File: src/rtl/uart_pkg.sv
// Shared types and constants for the UART transmit arbiter.
package uart_pkg;

  localparam int UART_DATA_W      = 8;
  localparam int UART_TIMEOUT_CYC = 1048576;

  typedef enum logic [1:0] {
    IDLE      = 2'd0,
    START     = 2'd1,
    WAIT_DONE = 2'd2,
    RELEASE   = 2'd3
  } state_t;

endpackage

File: src/rtl/uart_sync.sv
// Multi-flop single-bit synchronizer with asynchronous active-high reset.
module uart_sync #(
  parameter int SYNC_STAGES = 2
) (
  input  logic i_clk,
  input  logic i_rst,
  input  logic i_d,
  output logic o_q
);

  logic [SYNC_STAGES-1:0] r_sync;

  always_ff @(posedge i_clk or posedge i_rst) begin
    if (i_rst) begin
      r_sync <= '0;
    end else begin
      r_sync[0] <= i_d;
      for (int k = 1; k < SYNC_STAGES; k++) begin
        r_sync[k] <= r_sync[k-1];
      end
    end
  end

  assign o_q = r_sync[SYNC_STAGES-1];

endmodule

File: src/rtl/uart_tx_arbiter.sv
// Round-robin arbiter sharing one UART transmitter between NUM_REQ byte producers.
// Optional watchdog abort is built when TX_TIMEOUT_EN is defined.
module uart_tx_arbiter
  import uart_pkg::*;
#(
  parameter int NUM_REQ     = 4,
  parameter int DATA_W      = UART_DATA_W,
  parameter int SYNC_STAGES = 2,
  parameter int TIMEOUT_CYC = UART_TIMEOUT_CYC
) (
  input  logic                       clock,
  input  logic                       reset,
  input  logic [NUM_REQ-1:0]         req_valid,
  input  logic [NUM_REQ*DATA_W-1:0]  req_data,
  output logic [NUM_REQ-1:0]         req_ready,
  output logic [DATA_W-1:0]          tx_data,
  output logic                       tx_send,
  input  logic                       tx_active,
  input  logic                       tx_done,
  output logic [$clog2(NUM_REQ)-1:0] grant_id,
  output logic                       busy,
  output logic                       tx_error
);

  localparam int ID_W = $clog2(NUM_REQ);

  if (NUM_REQ < 2 || NUM_REQ > 8 || DATA_W != UART_DATA_W ||
      SYNC_STAGES < 1 || TIMEOUT_CYC < 2) begin : g_bad_cfg
    $error("uart_tx_arbiter: unsupported parameter set");
  end

  state_t              r_state;
  logic [ID_W-1:0]     r_rr_ptr;
  logic [ID_W-1:0]     r_grant_id;
  logic [NUM_REQ-1:0]  r_ready;
  logic [DATA_W-1:0]   r_tx_data;
  logic                w_active_s;
  logic                w_done_s;
  logic                w_timeout;
  logic                w_any;
  logic [ID_W-1:0]     w_pick;

  // First set bit at or above ptr, wrapping; scanning far-to-near leaves the nearest.
  function automatic logic [ID_W-1:0] rr_pick(input logic [NUM_REQ-1:0] valid,
                                              input logic [ID_W-1:0]    ptr);
    logic [ID_W-1:0] pick;
    logic [ID_W-1:0] idx;
    pick = ptr;
    for (int k = NUM_REQ - 1; k >= 0; k--) begin
      idx = ID_W'((int'(ptr) + k) % NUM_REQ);
      if (valid[idx]) pick = idx;
    end
    return pick;
  endfunction

  function automatic logic [ID_W-1:0] next_id(input logic [ID_W-1:0] id);
    return (id == ID_W'(NUM_REQ - 1)) ? '0 : id + 1'b1;
  endfunction

  uart_sync #(.SYNC_STAGES(SYNC_STAGES)) u_sync_active (
    .i_clk (clock),
    .i_rst (reset),
    .i_d   (tx_active),
    .o_q   (w_active_s)
  );

  uart_sync #(.SYNC_STAGES(SYNC_STAGES)) u_sync_done (
    .i_clk (clock),
    .i_rst (reset),
    .i_d   (tx_done),
    .o_q   (w_done_s)
  );

  assign w_any  = |req_valid;
  assign w_pick = rr_pick(req_valid, r_rr_ptr);

`ifdef TX_TIMEOUT_EN
  localparam int CNT_W = $clog2(TIMEOUT_CYC);
  logic [CNT_W-1:0] r_to_cnt;

  // Held at zero in IDLE so the first START cycle counts as cycle 0.
  always_ff @(posedge clock or posedge reset) begin
    if (reset) begin
      r_to_cnt <= '0;
    end else if (r_state == IDLE) begin
      r_to_cnt <= '0;
    end else if (r_state == START || r_state == WAIT_DONE) begin
      r_to_cnt <= r_to_cnt + 1'b1;
    end
  end

  assign w_timeout = (r_state == START || r_state == WAIT_DONE) &&
                     (r_to_cnt == CNT_W'(TIMEOUT_CYC - 1));
`else
  assign w_timeout = 1'b0;
`endif

  always_ff @(posedge clock or posedge reset) begin
    if (reset) begin
      r_state    <= IDLE;
      r_rr_ptr   <= '0;
      r_grant_id <= '0;
      r_ready    <= '0;
      r_tx_data  <= '0;
    end else begin
      r_ready <= '0;
      case (r_state)
        IDLE: begin
          if (w_any) begin
            r_tx_data  <= req_data[w_pick*DATA_W +: DATA_W];
            r_grant_id <= w_pick;
            r_ready    <= NUM_REQ'(1) << w_pick;
            r_state    <= START;
          end
        end
        START: begin
          if (w_timeout)       r_state <= RELEASE;
          else if (w_active_s) r_state <= WAIT_DONE;
        end
        // Only a done seen after active counts; a stale done during START is ignored.
        WAIT_DONE: begin
          if (w_timeout)                   r_state <= RELEASE;
          else if (!w_active_s && w_done_s) r_state <= RELEASE;
        end
        RELEASE: begin
          r_rr_ptr <= next_id(r_grant_id);
          r_state  <= IDLE;
        end
        default: r_state <= IDLE;
      endcase
    end
  end

  assign req_ready = r_ready;
  assign tx_data   = r_tx_data;
  assign grant_id  = r_grant_id;
  assign tx_send   = (r_state == START) && !w_timeout;
  assign busy      = (r_state != IDLE);
  assign tx_error  = w_timeout;

endmodule

File: config.mk
export PLATFORM = sky130hd
export DESIGN_NAME = uart_tx_arbiter
export DESIGN_NICKNAME = d
export VERILOG_FILES = /design/src/rtl/uart_pkg.sv /design/src/rtl/uart_sync.sv /design/src/rtl/uart_tx_arbiter.sv
export SDC_FILE = /design/constraint.sdc
export NUM_CORES = 1
export LEC_CHECK = 0
export BUFFER_PORTS_ARGS = -buffer_cell sky130_fd_sc_hd__buf_2
export CAP_MARGIN = 20
export CORE_AREA = 5 5 64 71
export CTS_BUF_LIST = sky130_fd_sc_hd__clkbuf_8 sky130_fd_sc_hd__clkbuf_16
export DETAILED_ROUTE_END_ITERATION = 10
export DIE_AREA = 0 0 69 76
export PLACE_DENSITY = 0.65
export RECOVER_POWER = 100
export SLEW_MARGIN = 15
export SYNTH_ARGS = -nofsm -noshare
export SYNTH_HDL_FRONTEND = slang
export SYNTH_SLANG_ARGS = --single-unit
File: constraint.sdc
create_clock -name clock -period 1.9 [get_ports clock]
set_input_delay 0.095 -clock clock [delete_from_list [all_inputs] [get_ports clock]]
set_output_delay 0.095 -clock clock [all_outputs]
set_load 0.1 [all_outputs]
==> results.toml, run 1 <==
[cts]
cts_resized = 0
clkSlewWorstSetupHoldPaths_ps = 80
cts_sinks = 22
cts_buffer_depth = 2
cts_inserted_buffers = 3
cts_tree = "built"
worstSkewPairLatency_ps = 260
cts.htree.levels = 1
root_buffer = "clkbuf_8"

[synthesis]
ys_warn_count = 0
ys_ff_latch = 22
seq_area_frac_synth_pct = 48.0
synth.cells.most_frequent = "dfrtp_1, mux2i_1, nand2_1"
synth_area_leaders = "dfrtp_1, mux2i_1, o221ai_1"
async_flop_share_pct = 100
yosys.area.top_type_share_pct = 48.0
synth_cells = 106
synth_top_flop_cell = "dfrtp_1"
synthDistinctLibCells = 24
post-synth-top-count-cell = "dfrtp_1"
syn_area_per_cell_sq_um = 10.8
synth_edf_count = 0
synth_area_leader_cell = "dfrtp_1"
syn_area_sq_um = 1150
syn_nets = 151

[floorplan]
start_util_pct = 29.9
die-height_microns = 76
rows = 24
io_pins = 57
fp.dieArea_sq_um = 5240
die_x_microns = 69
core_area_sq_um = 3840

[route]
wirelength_mm = 2.58
drt-vias-per-instance = 4.43
wl_per_cell_microns = 11.9
vias = 957
postRouteAntennaNets = 0
drc_errors = 0
dr.pass1.iters = 4
drt_iter0_markers = 14

[critical_path]
crit_arrival_ps = 1770
crit_slowest_cell = "dfrtp_1"
crit_family = "compound AO/OA/AOI/OAI gates"
crit_buf_inv = 1
cp-start-kind = "flip-flop"
crit_fanout = 21
path_cells = "nor2_1 > a22o_1 > o32a_1 > buf_4 > mux2i_1 > o221ai_1"
end_kind = "flip-flop"
critPathRequiredTime_ps = 2020
worstSetupPathType = "reg2reg"
cp_slowest_stage_delay_ps = 440

[grt]
grt_remaining_overflow = 0
grt_pass1_wl_mm = 4.30
grt_pass1_vias = 966
antenna_found_initial = 0
grt_start_max_net_pins = 23
track_usage_pct = 9.89

[timing]
rsz0062_at_grt = "false"
worst_pin_slew_ps = 1190
tns_ps = 0
finClkSkew_ps = 5.15
min_period_ps = 1650
setup_violations = 0
max_freq_mhz = 607
slew_viol_final = 0
hold_slack_ps = -7.99
slew_headroom_pct = 21.2
hold_viol = 13
period_share_pct = 86.8

[place]
gp_congestion = 0.697
place_hpwl_mm = 2.02
port_buffers = 55

[run]
cap_violations = 0

[finish]
drive_above_1_share_pct = 31.1
final_nets = 210
syn_to_final_growth_pct = 34.4
diodes = 0

[run_status]
outcome = "finished with violations"
violations = "negative hold slack"

[hold_path]
hp-class = "in2async"
## kinds of logic (layout without fill, tap and decap cells)
logic type | after synthesis | in the layout | synth area share, %
compound gates | 19 | 19 | 13.2
other cells | 1 | 1 | 0.327
buf+inv | 14 | 72 | 6.33
flops | 22 | 22 | 48.0
mux | 18 | 18 | 15.9
simple gates | 27 | 27 | 10.8
fa+ha+maj | 5 | 5 | 5.45
## stage by stage
step                utilization, %  hold slack [ps]  area [sq um]  worst slack [ps]  std cells
floorplan                        -             84.2          1150              19.7        106
global placement              38.2              206          1470               242        210
detailed placement            38.2              205          1470               233        210
CTS                           40.6             17.9          1560               224        216
global route                  40.1             97.8          1540              51.1        216
finish                        40.1            -7.99          1540               252        216
## repair_timing
| action | in CTS | in global routing |
|---|---|---|
| hold endpoints to repair | 2 | 0 |
| buffers inserted | 0 | 0 |
| hold buffers | 2 | 0 |
## state kept, by name (all words and copies together), names as in the netlist
name	flops
grant_id	2
r_rr_ptr	2
r_state	2
req_ready	4
tx_data	8
u_sync_active.r_sync	2
u_sync_done.r_sync	2
## metal layers
layer / vias to the layer above / track usage, % / share of wire [%]
met2: 49 / 15.2 / 42
met3: 2 / 2.64 / 9.0
met4: 0 / 4.10 / 1.0
met1: 418 / 13.1 / 48
met5: - / 0 / 0
li1: 488 / - / -
## worst register-to-register path, stage by stage (launching register included)
cell,delay (ps)
dfrtp_1,440
nor2_1,60
a22o_1,170
o32a_1,280
buf_4,230
mux2i_1,200
o221ai_1,130
## cell usage in the layout (no fill, tap or decap), drive strengths merged
master | netlist | routed
buf | 4 | 42
bufinv | 0 | 1
or2 | 1 | 1
dfrtp | 22 | 22
nor2b | 4 | 4
a221oi | 1 | 1
o22ai | 3 | 3
nor2 | 6 | 6
a22o | 1 | 1
mux2i | 16 | 16
o32a | 2 | 2
a21oi | 1 | 1
dlygate4sd3 | 0 | 2
inv | 8 | 8
nand2 | 12 | 12
ha | 5 | 5
conb | 1 | 1
clkbuf | 2 | 19
nand2b | 3 | 3
a222oi | 1 | 1
nor4 | 1 | 1
mux2 | 2 | 2
o21ai | 2 | 2
o221ai | 8 | 8
## cell type report
class                           instances  area (sq um)
Fill cell                             431          2300
Sequential cell                        22           551
Multi-Input combinational cell         70           524
Timing Repair Buffer                   60           300
Tap cell                               52          65.1
Clock buffer                            3          41.3
Clock inverter                          1          30.0
Inverter                                8          30.0
## final timing paths
| path | startpoint | endpoint | slack [ps] | depth (start not counted) |
|---|---|---|---|---|
| max in group asynchronous | reset | grant_id[0]$_DFFE_PP0P_ | 1400 | 2 |
| worst min register to register | u_sync_done.r_sync[0]$_DFF_PP0_ | u_sync_done.r_sync[1]$_DFF_PP0_ | 350 | 0 |
| worst max register to register | r_rr_ptr[1]$_DFFE_PP0N_ | tx_data[6]$_DFFE_PP0P_ | 250 | 6 |
| min in group clock | req_data[4] | tx_data[4]$_DFFE_PP0P_ | 150 | 3 |
| worst max-delay path | r_rr_ptr[1]$_DFFE_PP0N_ | tx_data[6]$_DFFE_PP0P_ | 250 | 6 |
| worst min-delay path | reset | req_ready[0]$_DFF_PP0_ | -8 | 2 |
Power of run 1 is left out: the tool's default activity adds up to more than one toggle a clock period on the data nets, which glitch-free logic cannot reach.
==> run 2: changes to the inputs <==
--- a/config.mk
+++ b/config.mk
@@ -7,11 +7,13 @@
 export LEC_CHECK = 0
 export BUFFER_PORTS_ARGS = -buffer_cell sky130_fd_sc_hd__buf_2
 export CAP_MARGIN = 20
+export CELL_PAD_IN_SITES_DETAIL_PLACEMENT = 0
+export CELL_PAD_IN_SITES_GLOBAL_PLACEMENT = 1
 export CORE_AREA = 5 5 64 71
 export CTS_BUF_LIST = sky130_fd_sc_hd__clkbuf_8 sky130_fd_sc_hd__clkbuf_16
 export DETAILED_ROUTE_END_ITERATION = 10
 export DIE_AREA = 0 0 69 76
-export PLACE_DENSITY = 0.65
+export PLACE_DENSITY = 0.81
 export RECOVER_POWER = 100
 export SLEW_MARGIN = 15
 export SYNTH_ARGS = -nofsm -noshare
==> run 2 against run 1 <==
  * Via count grew 4.1%
  * The flow still finishes with violations (negative hold slack)
  * Fmax fell by 7.0%
  * Register-to-register slack worse by 120 ps
  * Final area fell by 2.4%
  * Worst hold slack worse by 2.7 ps
  * Utilization decreased by 0.98 points
  * Clock skew is 1.9 ps lower
  * Final cell count fell by 0.93%
  * Global-route usage up 1.5 points
  * Clock-buffer cell count did not move
==> results.toml, run 2 (synthesis gave the netlist of run 1 again) <==
[run_status]
outcome = "finished with violations"
violations = "negative hold slack"

[cts]
worstSkewPairLatency_ps = 250
cts_sinks = 22
root_buffer = "clkbuf_8"
cts.htree.levels = 1
cts_resized = 0
cts_inserted_buffers = 3
clkSlewWorstSetupHoldPaths_ps = 70
cts_tree = "built"
cts_buffer_depth = 2

[timing]
setup_violations = 0
slew_headroom_pct = 21.7
finClkSkew_ps = 3.29
rsz0062_at_grt = "false"
worst_pin_slew_ps = 1180
hold_slack_ps = -10.7
hold_viol = 22
period_share_pct = 93.3
min_period_ps = 1770
slew_viol_final = 0
max_freq_mhz = 564
tns_ps = 0

[finish]
final_common_cell = "buf_2"
most-common-layout-cells = "buf_2, dfrtp_1, mux2i_1, clkbuf_1, nand2_1"
fill_cells = 419
largest_reg_flops = 8
drive_above_1_share_pct = 30.2
multi_input_area_sq_um = 524
regArea_sq_um = 551
final_nets = 209
diodes = 0
syn_to_final_growth_pct = 31.1

[floorplan]
die_x_microns = 69
io_pins = 57
fp.dieArea_sq_um = 5240
rows = 24
start_util_pct = 29.9
core_area_sq_um = 3840
die-height_microns = 76

[place]
gp_congestion = 0.698
port_buffers = 55
place_hpwl_mm = 2.20

[grt]
grt_pass1_wl_mm = 4.97
track_usage_pct = 11.4
antenna_found_initial = 0
grt_pass1_vias = 1145
grt_start_max_net_pins = 23
grt_remaining_overflow = 0

[route]
dr.pass1.iters = 4
drc_errors = 0
wl_per_cell_microns = 12.9
drt-vias-per-instance = 4.65
vias = 996
drt_iter0_markers = 21
wirelength_mm = 2.77
postRouteAntennaNets = 0

[hold_path]
hp-class = "in2async"

[critical_path]
cp-start-kind = "flip-flop"
crit_fanout = 21
worstSetupPathType = "reg2reg"
critPathRequiredTime_ps = 2020
crit_arrival_ps = 1890
end_kind = "flip-flop"

[run]
cap_violations = 0
-- run 2: per-layer routing --
layer,global-route usage (%),part of all wire (%),up-vias
met4,4.10,0.76,0
met1,13.1,42,462
met5,0,0,-
li1,-,-,487
met3,2.77,8.2,2
met2,20.2,49,45
-- run 2: layout make-up --
class / count / share of cell area [%]
Multi-Input combinational cell: 70 / 34.9
Inverter: 8 / 2.00
Tap cell: 52 / 4.33
Timing Repair Buffer: 59 / 19.5
Clock buffer: 3 / 2.75
Sequential cell: 22 / 36.6
-- run 2: what timing repair did --
item / CTS / global route
endpoints found under the hold margin: 2 / 0
hold buffers: 2 / 0
buffers inserted: 0 / 0
-- run 2: critical path: stages (launching register included) --
cell and delay (ps):
dfrtp_1 470, nor2_1 70, a22o_1 180, o32a_1 280, clkbuf_4 280, mux2i_1 230, o221ai_1 130
-- run 2: worst paths after layout --
path / from / endpoint / slack (ps) / cells after the start
setup / recovery: r_rr_ptr[1]$_DFFE_PP0N_ / tx_data[2]$_DFFE_PP0P_ / 130 / 6
hold / removal: reset / tx_data[4]$_DFFE_PP0P_ / -10 / 2
setup reg to reg: r_rr_ptr[1]$_DFFE_PP0N_ / tx_data[2]$_DFFE_PP0P_ / 130 / 6
hold reg to reg: u_sync_active.r_sync[0]$_DFF_PP0_ / u_sync_active.r_sync[1]$_DFF_PP0_ / 360 / 0
max in group asynchronous: reset / req_ready[0]$_DFF_PP0_ / 1410 / 2
min in group clock: req_data[4] / tx_data[4]$_DFFE_PP0P_ / 160 / 3
-- run 2: stage by stage --
step	std cells	worst slack, ps	cell area [sq um]	utilization (%)
2_1_floorplan	106	19.7	1150	-
3_3_place_gp	209	267	1460	38.0
3_5_place_dp	209	193	1460	38.0
4_1_cts	214	174	1520	39.6
5_1_grt	214	5.85	1500	39.1
6_report	214	128	1500	39.1
Power of run 2 is left out for the same reason.
